## src/rtl/mem_access_ctrl.sv

```systemverilog
// MEM-stage data memory access controller: turns a load/store into a req/ack
// bus transaction, stalls the pipeline while it is outstanding, and times out.
module mem_access_ctrl #(
  parameter int unsigned ADDR_W  = 32,
  parameter int unsigned DATA_W  = 32,
  parameter int unsigned TIMEOUT = 255
) (
  input  logic              clk,
  input  logic              rst_n,
  input  logic              mem_rd,
  input  logic              mem_wr,
  input  logic [ADDR_W-1:0] mem_addr,
  input  logic [DATA_W-1:0] mem_wdata,
  input  logic              bus_ack,
  input  logic [DATA_W-1:0] bus_rdata,
  output logic              bus_req,
  output logic              bus_we,
  output logic [ADDR_W-1:0] bus_addr,
  output logic [DATA_W-1:0] bus_wdata,
  output logic              mem_stall,
  output logic [DATA_W-1:0] mem_rdata,
  output logic              mem_err
);

  localparam int unsigned CNT_W = 10;
  localparam logic [CNT_W-1:0] CNT_LAST = CNT_W'(TIMEOUT - 1);

  typedef enum logic [1:0] {
    IDLE = 2'd0,
    WAIT = 2'd1,
    DONE = 2'd2
  } state_t;

  state_t              state, state_nxt;
  logic [CNT_W-1:0]    cnt, cnt_nxt;
  logic                req_nxt, we_nxt, err_nxt;
  logic [ADDR_W-1:0]   addr_nxt;
  logic [DATA_W-1:0]   wdata_nxt, rdata_nxt;
  logic                access;

  assign access = mem_rd | mem_wr;

  // Stall is forced low while reset is held so the pipeline can flush freely.
  assign mem_stall = rst_n & (((state == IDLE) & access) | (state == WAIT));

  // State and registered outputs
  always_ff @(posedge clk) begin
    if (!rst_n) begin
      state     <= IDLE;
      cnt       <= '0;
      bus_req   <= 1'b0;
      bus_we    <= 1'b0;
      bus_addr  <= '0;
      bus_wdata <= '0;
      mem_rdata <= '0;
      mem_err   <= 1'b0;
    end else begin
      state     <= state_nxt;
      cnt       <= cnt_nxt;
      bus_req   <= req_nxt;
      bus_we    <= we_nxt;
      bus_addr  <= addr_nxt;
      bus_wdata <= wdata_nxt;
      mem_rdata <= rdata_nxt;
      mem_err   <= err_nxt;
    end
  end

  // Next-state and next-output logic
  always_comb begin
    state_nxt = state;
    cnt_nxt   = cnt;
    req_nxt   = bus_req;
    we_nxt    = bus_we;
    addr_nxt  = bus_addr;
    wdata_nxt = bus_wdata;
    rdata_nxt = mem_rdata;
    err_nxt   = 1'b0;

    unique case (state)
      IDLE: begin
        req_nxt = 1'b0;
        if (access) begin
          state_nxt = WAIT;
          req_nxt   = 1'b1;
          we_nxt    = mem_wr;
          addr_nxt  = mem_addr;
          wdata_nxt = mem_wdata;
          cnt_nxt   = '0;
        end
      end
      WAIT: begin
        if (bus_ack) begin
          state_nxt = DONE;
          req_nxt   = 1'b0;
          if (!bus_we) rdata_nxt = bus_rdata;
        end else if (cnt == CNT_LAST) begin
          state_nxt = DONE;
          req_nxt   = 1'b0;
          err_nxt   = 1'b1;
          if (!bus_we) rdata_nxt = '0;
        end else begin
          cnt_nxt = cnt + CNT_W'(1);
        end
      end
      DONE: begin
        state_nxt = IDLE;
        req_nxt   = 1'b0;
      end
      default: begin
        state_nxt = IDLE;
        req_nxt   = 1'b0;
      end
    endcase
  end

endmodule

```

## config.mk

```make
export PLATFORM = sky130hd
export DESIGN_NAME = mem_access_ctrl
export DESIGN_NICKNAME = d
export VERILOG_FILES = /design/src/rtl/mem_access_ctrl.sv
export SDC_FILE = /design/constraint.sdc
export NUM_CORES = 1
export LEC_CHECK = 0
export CAP_MARGIN = 20
export CORE_MARGIN = 5
export CORE_UTILIZATION = 40
export DETAILED_ROUTE_END_ITERATION = 7
export PLACE_DENSITY = 0.76
export SYNTH_ARGS = -nofsm -noshare
export SYNTH_HDL_FRONTEND = slang
export SYNTH_SLANG_ARGS = --single-unit
```

## constraint.sdc

```tcl
create_clock -name clk -period 4.6 [get_ports clk]
set_clock_uncertainty 0.1 [all_clocks]
set_input_delay 0.69 -clock clk [delete_from_list [all_inputs] [get_ports clk]]
set_output_delay 0.69 -clock clk [all_outputs]
set_load 0.05 [all_outputs]
```

Yosys cells after proc, flatten, opt, wreduce, memory -nomap -nowiden:

Index checks and enable logic that the tools add are counted.
Widths: inputs -> output; s select.

* output and inout port bits: 100
* logic and storage cells: 47
* bits of input ports: 101
* flip-flop bits (word level): 111

* bitwise operators: 7
* equality and inequality tests: 6
* reductions and logical operators: 8
* add/sub/neg operators: 1
* multiplexer cells: 17

Operators with widths (number)
* $mux 32: 4
* $mux 10: 3
* $pmux 10 s2: 1
* $add 10x1->10 const B: 1
* $eq 10x8->1 const B: 1
* $mux 2: 3
* $ne 2x2->1 const B: 3
* $mux 1: 4
* $pmux 2 s2: 1
* $reduce_and 2->1: 2
* $reduce_and 4->1: 1
* $reduce_bool 2->1: 2
* $ne 3x2->1 const B: 1
* $not 1->1: 3
* $reduce_and 3->1: 1
* $reduce_or 3->1: 1
* $and 1x1->1: 2
* $eq 2x1->1 const B: 1
* $logic_not 2->1: 1
* $or 1x1->1: 2
* $pmux 1 s2: 1

Depth between registers and ports, before layout:

* word-level depth: 4
* mapped depth: 7
* depth with buffers taken out: 6

Least setup slack after synthesis:

OpenSTA, ideal clock, no wires.

* path kind: input to output
* start point: input mem_wr
* end point: output mem_stall
* slack: 1327 ps
* arrival: 2483 ps
* cell stages on the path: 5
* required time: 3810 ps
* buffers on the path: 2
* path through: or2_1 > nand2_1 > buf_2 > buf_1 > a21boi_0

* word-level cells in the longest chain between the ends: 4

Ends and longest elaborated chain
* start, declared: RTL line 11 `input logic mem_wr,`
* $or 1x1->1: RTL line 41 `assign access = mem_rd | mem_wr;`
* $and 1x1->1: RTL line 44 `assign mem_stall = rst_n & (((state == IDLE) & access) | (state == WAIT));`
* $or 1x1->1: RTL line 44
* $and 1x1->1: RTL line 44
* end, declared: RTL line 20 `output logic mem_stall,`

No other way between the ends.

Worst setup path in the final report:

* start point: input mem_rd
* end point: output mem_stall

* word-level cells in the longest chain between the ends: 4

Ends and longest elaborated chain
* start, declared: RTL line 10 `input logic mem_rd,`
* $or 1x1->1: RTL line 41
* $and 1x1->1: RTL line 44
* $or 1x1->1: RTL line 44
* $and 1x1->1: RTL line 44

No other way between the ends.

==> impl_metrics.tcl <==
set metrics [dict create \
    outcome "finished, final reports clean" \
    diodes 0 \
    synth.net_count 626 \
    worstSetupStartpointType "input pin" \
    fin_setup_tns_ns 0 \
    rows 40 \
    grt_pass1_wl_um 22000 \
    yosysSeqAreaShare 0.459 \
    layout_common_cells "clkdlybuf4s50_1, nand2_1, dfxtp_1, a21boi_1, nand4b_1" \
    cts-buffers-inserted 9 \
    tightest_slew_ns 1.06 \
    routedWlPerCell_um 16.3 \
    required_ns 3.81 \
    hold_viol 0 \
    drcViolationCount 0 \
    clk_pin_slew_ns 0.07 \
    area_delta_synth_final_pct 48.5 \
    cts_setup_buffers 0 \
    peakVddDrop_mv 0.200 \
    report.final.setup_viol 0 \
    powerDensity_nw_per_um2 356 \
    synth_flop_cell "dfxtp_1" \
    htreeDepth 3 \
    vias_per_cell 5.27 \
    io_pins 201 \
    overflow 0 \
    dp_cells 827 \
    route.layer.met1.wl_um 5350 \
    cts_resized 0 \
    cp.arrival_ns 2.58 \
    cts_tree "done" \
    firstDrtPassIters 6 \
    die_y_um 120 \
    cap_violations 0 \
    dp_hpwl_um 9480 \
    async_reset_ff_frac 0 \
    antenna_found_initial 0 \
    critPathTopFamily "buffers and inverters" \
    crit_fanout 3 \
    clockBufferDepth 2 \
    critPathKind "input pin to output port" \
    dr_wl_met2_um 7000 \
    root_buffer "clkbuf_16" \
    grt_pass1_vias 4422 \
    die_x_um 120 \
    clock_latency_ns 0.34 \
    final_common_cell "clkdlybuf4s50_1" \
    final_nets 794 \
    worstSetupEndpointType "output port" \
    final_cells 843 \
    track_usage 0.187 \
    ys_ff_latch 111 \
    route.met3.wl_um 1030 \
    critPathBufInv 2 \
    synth_warnings 0 \
    period_minus_slack_ns 3.37 \
    power.leakage_nw 2.54 \
    via_count 4442 \
    core_area_um2 12000 \
    grt_setup_unrepaired "no" \
    cpMostUsedCell "clkdlybuf4s50_1" \
    top_layer_used "met4" \
    syn_avg_cell_area_um2 9.26 \
    slew_headroom 0.291 \
    min_period_over_period 0.733 \
    syn_area_um2 4840 \
    slew_viol_final 0 \
    layout-drive-gt1-share 0.0963 \
    fill_cells 1056 \
    gp_congestion 0.765 \
    hold_buffers 0 \
    fmax_mhz 297 \
    worstPathCellList "clkdlybuf4s50_1 -> or2_1 -> nand2_2 -> a21boi_0 -> clkdlybuf4s50_1" \
    wl_um 13800 \
    grt_max_degree 112 \
    syn_inst 523 \
    hp-class "flip-flop to flip-flop" \
    final_antenna_net_count 0 \
    crit_path_top_delay_cell "clkdlybuf4s50_1" \
    dieArea_um2 14400 \
    synth_edf_count 0 \
    initial_utilization 0.405 \
    ys_types 41 \
    initialDrtViolationCount 312 \
    io_buffer_count 200 \
    cpPeakStageDelay_ns 0.87 \
    clock_sinks 111 \
]
-- flip-flops by register name, summed over array words and instances (netlist names) --
name       count
bus_addr      32
bus_req        1
bus_wdata     32
bus_we         1
cnt           10
mem_err        1
mem_rdata     32
state          2
-- area by class of cell --
cell class / instances / area [µm²] / area share
clock inverter: 3 / 65.1 / 0.00904
sequential: 111 / 2220 / 0.309
multi-input combinational: 359 / 2400 / 0.334
timing repair buffer: 207 / 2050 / 0.285
inverter: 3 / 11.3 / 0.00157
tap: 147 / 184 / 0.0256
clock buffer: 13 / 260 / 0.0362
-- final timing paths --
kind                                                 from                         to  slack, ns  cells past startpoint
worst min register to register  bus_addr[17]$_SDFFE_PN0P_  bus_addr[17]$_SDFFE_PN0P_       0.35                      2
worst max register to register        cnt[0]$_SDFFE_PN0P_  mem_rdata[1]$_SDFFE_PN0P_       2.32                      6
worst min-delay path            bus_addr[17]$_SDFFE_PN0P_  bus_addr[17]$_SDFFE_PN0P_       0.35                      2
worst max-delay path                               mem_rd                  mem_stall       1.23                      5
-- power by group --
part           switching (mW)  leakage, nW  internal, mW  total (mW)
Clock                   0.335        0.160         0.507       0.842
Sequential             0.0352        0.910          1.02        1.06
Combinational           0.412         1.47         0.251       0.662
Total                   0.782         2.54          1.78        2.56
-- synth_stat cells, types with 2 or more instances --
cell type	count	area [µm²]
o31ai_1	5	37.5
ha_1	2	25.0
buf_2	10	50.1
or4_1	2	15.0
dfxtp_1	111	2220
nand4b_1	32	280
clkbuf_1	32	120
inv_1	3	11.3
o31ai_2	30	375
o31a_1	2	17.5
a21boi_0	3	22.5
nor3_1	3	15.0
nor2_1	2	7.51
buf_1	5	18.8
nor3b_1	3	22.5
a21oi_1	6	30.0
nand2_1	133	499
mux2i_1	3	30.0
nand3_1	8	40.0
nor4_1	4	25.0
o21ai_0	2	10.0
or2_2	3	18.8
nor2b_1	3	18.8
a21boi_1	97	728
buf_6	3	33.8
-- tightest hold or removal path, delay by kind of cell (launching register included) --
kind	cells	cell delay (ns)
compound gates	1	0.05
flops	1	0.31
simple gates	1	0.05
-- kinds of logic after synthesis --
| logic type | count (synthesis) | share of synthesized area |
|---|---|---|
| simple gates | 202 | 0.212 |
| flops | 111 | 0.459 |
| fa+ha+maj | 2 | 0.00517 |
| compound gates | 152 | 0.269 |
| mux | 3 | 0.00620 |
| buf+inv | 53 | 0.0483 |
-- routing by layer --
| metal | up-vias | GRT usage |
|---|---|---|
| li1 | 2170 | - |
| met1 | 2086 | 0.211 |
| met2 | 159 | 0.321 |
| met3 | 27 | 0.0636 |
| met4 | 0 | 0.0787 |
| met5 | - | 0 |
-- per-stage QoR --
step / hold WS (ns) / cell area, µm² / worst slack (ns) / utilization / total power [mW]
6_report: 0.352 / 7190 / 1.23 / 0.601 / 2.56
5_1_grt: 0.369 / 7190 / 1.09 / 0.601 / 2.68
4_1_cts: 0.354 / 7190 / 1.20 / 0.601 / 2.60
2_1_floorplan: 0.350 / 4840 / 1.33 / - / 1.49
3_5_place_dp: 0.345 / 6870 / 1.22 / 0.574 / 1.75
3_3_place_gp: 0.339 / 6870 / 1.22 / 0.574 / 1.73
Power figures use the tool's default switching activity.
==> variant (same settings) <==
Change the localparam `CNT_W` from 10 to 8.
--- a/src/rtl/mem_access_ctrl.sv
+++ b/src/rtl/mem_access_ctrl.sv
@@ -22,7 +22,7 @@
   output logic              mem_err
 );
 
-  localparam int unsigned CNT_W = 10;
+  localparam int unsigned CNT_W = 8;
   localparam logic [CNT_W-1:0] CNT_LAST = CNT_W'(TIMEOUT - 1);
 
   typedef enum logic [1:0] {
Function: same outputs for any inputs over 10 cycles, from zero or initial values and one cycle with rst_n low; that may be too few to reach the edited logic, so the function may still have changed.
==> variant against the unedited design <==
Utilization up 3.2 points; sequential cell count down 2; area after synthesis down 13%; wire length down 11%; final area down 9.5%; register-to-register slack better by 0.20 ns; critical path type unchanged; highest routed layer unchanged; total power down 12%; worst setup slack better by 0.69 ns.
==> variant: results <==
{
  "nets": 780,
  "cts_buffer_depth": 2,
  "path_clk_slew_ns": 0.10,
  "ys_seq_area_frac": 0.518,
  "place_hpwl_mm": 8.82,
  "fillers": 906,
  "min_from": "bus_wdata[2]$_SDFFE_PN0P_",
  "synthAdderAreaFrac": 0.00595,
  "ys_seq_elements": 109,
  "synthDistinctLibCells": 35,
  "worstPathMaxFanout": 3,
  "yosys-top-cells-area": "dfxtp_1 (52%), nand2_1 (12%), a21oi_1 (11%), a21boi_0 (7.5%), a211oi_1 (5.5%)",
  "powerComb_uw": 622,
  "clkPwrFrac": 0.264,
  "dp_cells": 801,
  "drtIter0Drc": 237,
  "routabilityCongestion": 0.793,
  "critPathMaxStageDelay_ns": 0.55,
  "wl_mm": 12.2,
  "synth_nets": 601,
  "drive_gt1_frac": 0.0440,
  "root_buffer": "clkbuf_8",
  "synthTopCellsByCount": "nand2_1 (132), dfxtp_1 (109), a21oi_1 (89)",
  "setup_violations": 0,
  "power_leakage_nw": 2.31,
  "track_usage": 0.185,
  "worst_pin_slew_ns": 0.933,
  "via_per_inst": 4.99,
  "final-seq-area_sq_um": 2180,
  "multi_input_gates": 346,
  "synth_compound_area_frac": 0.260,
  "ir_drop_mv": 0.171,
  "dpl_worst_slack_ns": 1.67,
  "r2r_end": "mem_rdata[26]$_SDFFE_PN0P_",
  "synthCells": 498,
  "status": "completed",
  "vias": 4078,
  "worstHoldEndpoint": "bus_wdata[2]$_SDFFE_PN0P_",
  "drt_first_pass_iters": 4,
  "synth_xor_area_frac": 0.00624,
  "grt_pass1_vias": 4010,
  "n_all_inverters": 4,
  "buffer_area_frac": 0.318,
  "ff2ff_path_depth": 7,
  "arrival_ns": 1.90,
  "grt_pass1_wl_mm": 19.6,
  "synth.area.mux_share": 0,
  "clock_area_frac": 0.0321,
  "p_sw_frac": 0.328,
  "grt_max_degree": 65,
  "power.density_nw_per_um2": 346,
  "clockBufferCount": 10
}
==> variant: through the flow <==
stage | hold WS, ns | utilization | area [sq um]
2_1_floorplan | 0.373 | - | 4210
3_3_place_gp | 0.343 | 0.612 | 6290
3_5_place_dp | 0.347 | 0.612 | 6290
4_1_cts | 0.360 | 0.632 | 6500
5_1_grt | 0.379 | 0.634 | 6510
6_report | 0.361 | 0.634 | 6510
==> variant: how the worst max path moves through the flow <==
stage	from	cells after the start	end	slack [ns]
after global placement	mem_wr	5	bus_addr[7]$_SDFFE_PN0P_	1.77
after floorplan	mem_wr	5	mem_stall	1.95
after global routing	mem_wr	5	mem_stall	1.84
final	mem_wr	5	mem_stall	1.91
after CTS	mem_wr	5	mem_stall	1.88
after detailed placement	mem_wr	5	bus_addr[20]$_SDFFE_PN0P_	1.67
==> variant: layer usage <==
metal  global-route usage  vias to the layer above  part of all wire
li1                     -                     2062                 -
met1                0.228                     1852              0.43
met2                0.297                      149              0.46
met3               0.0836                       15             0.098
met4               0.0473                        0             0.015
met5                    0                        -                 0
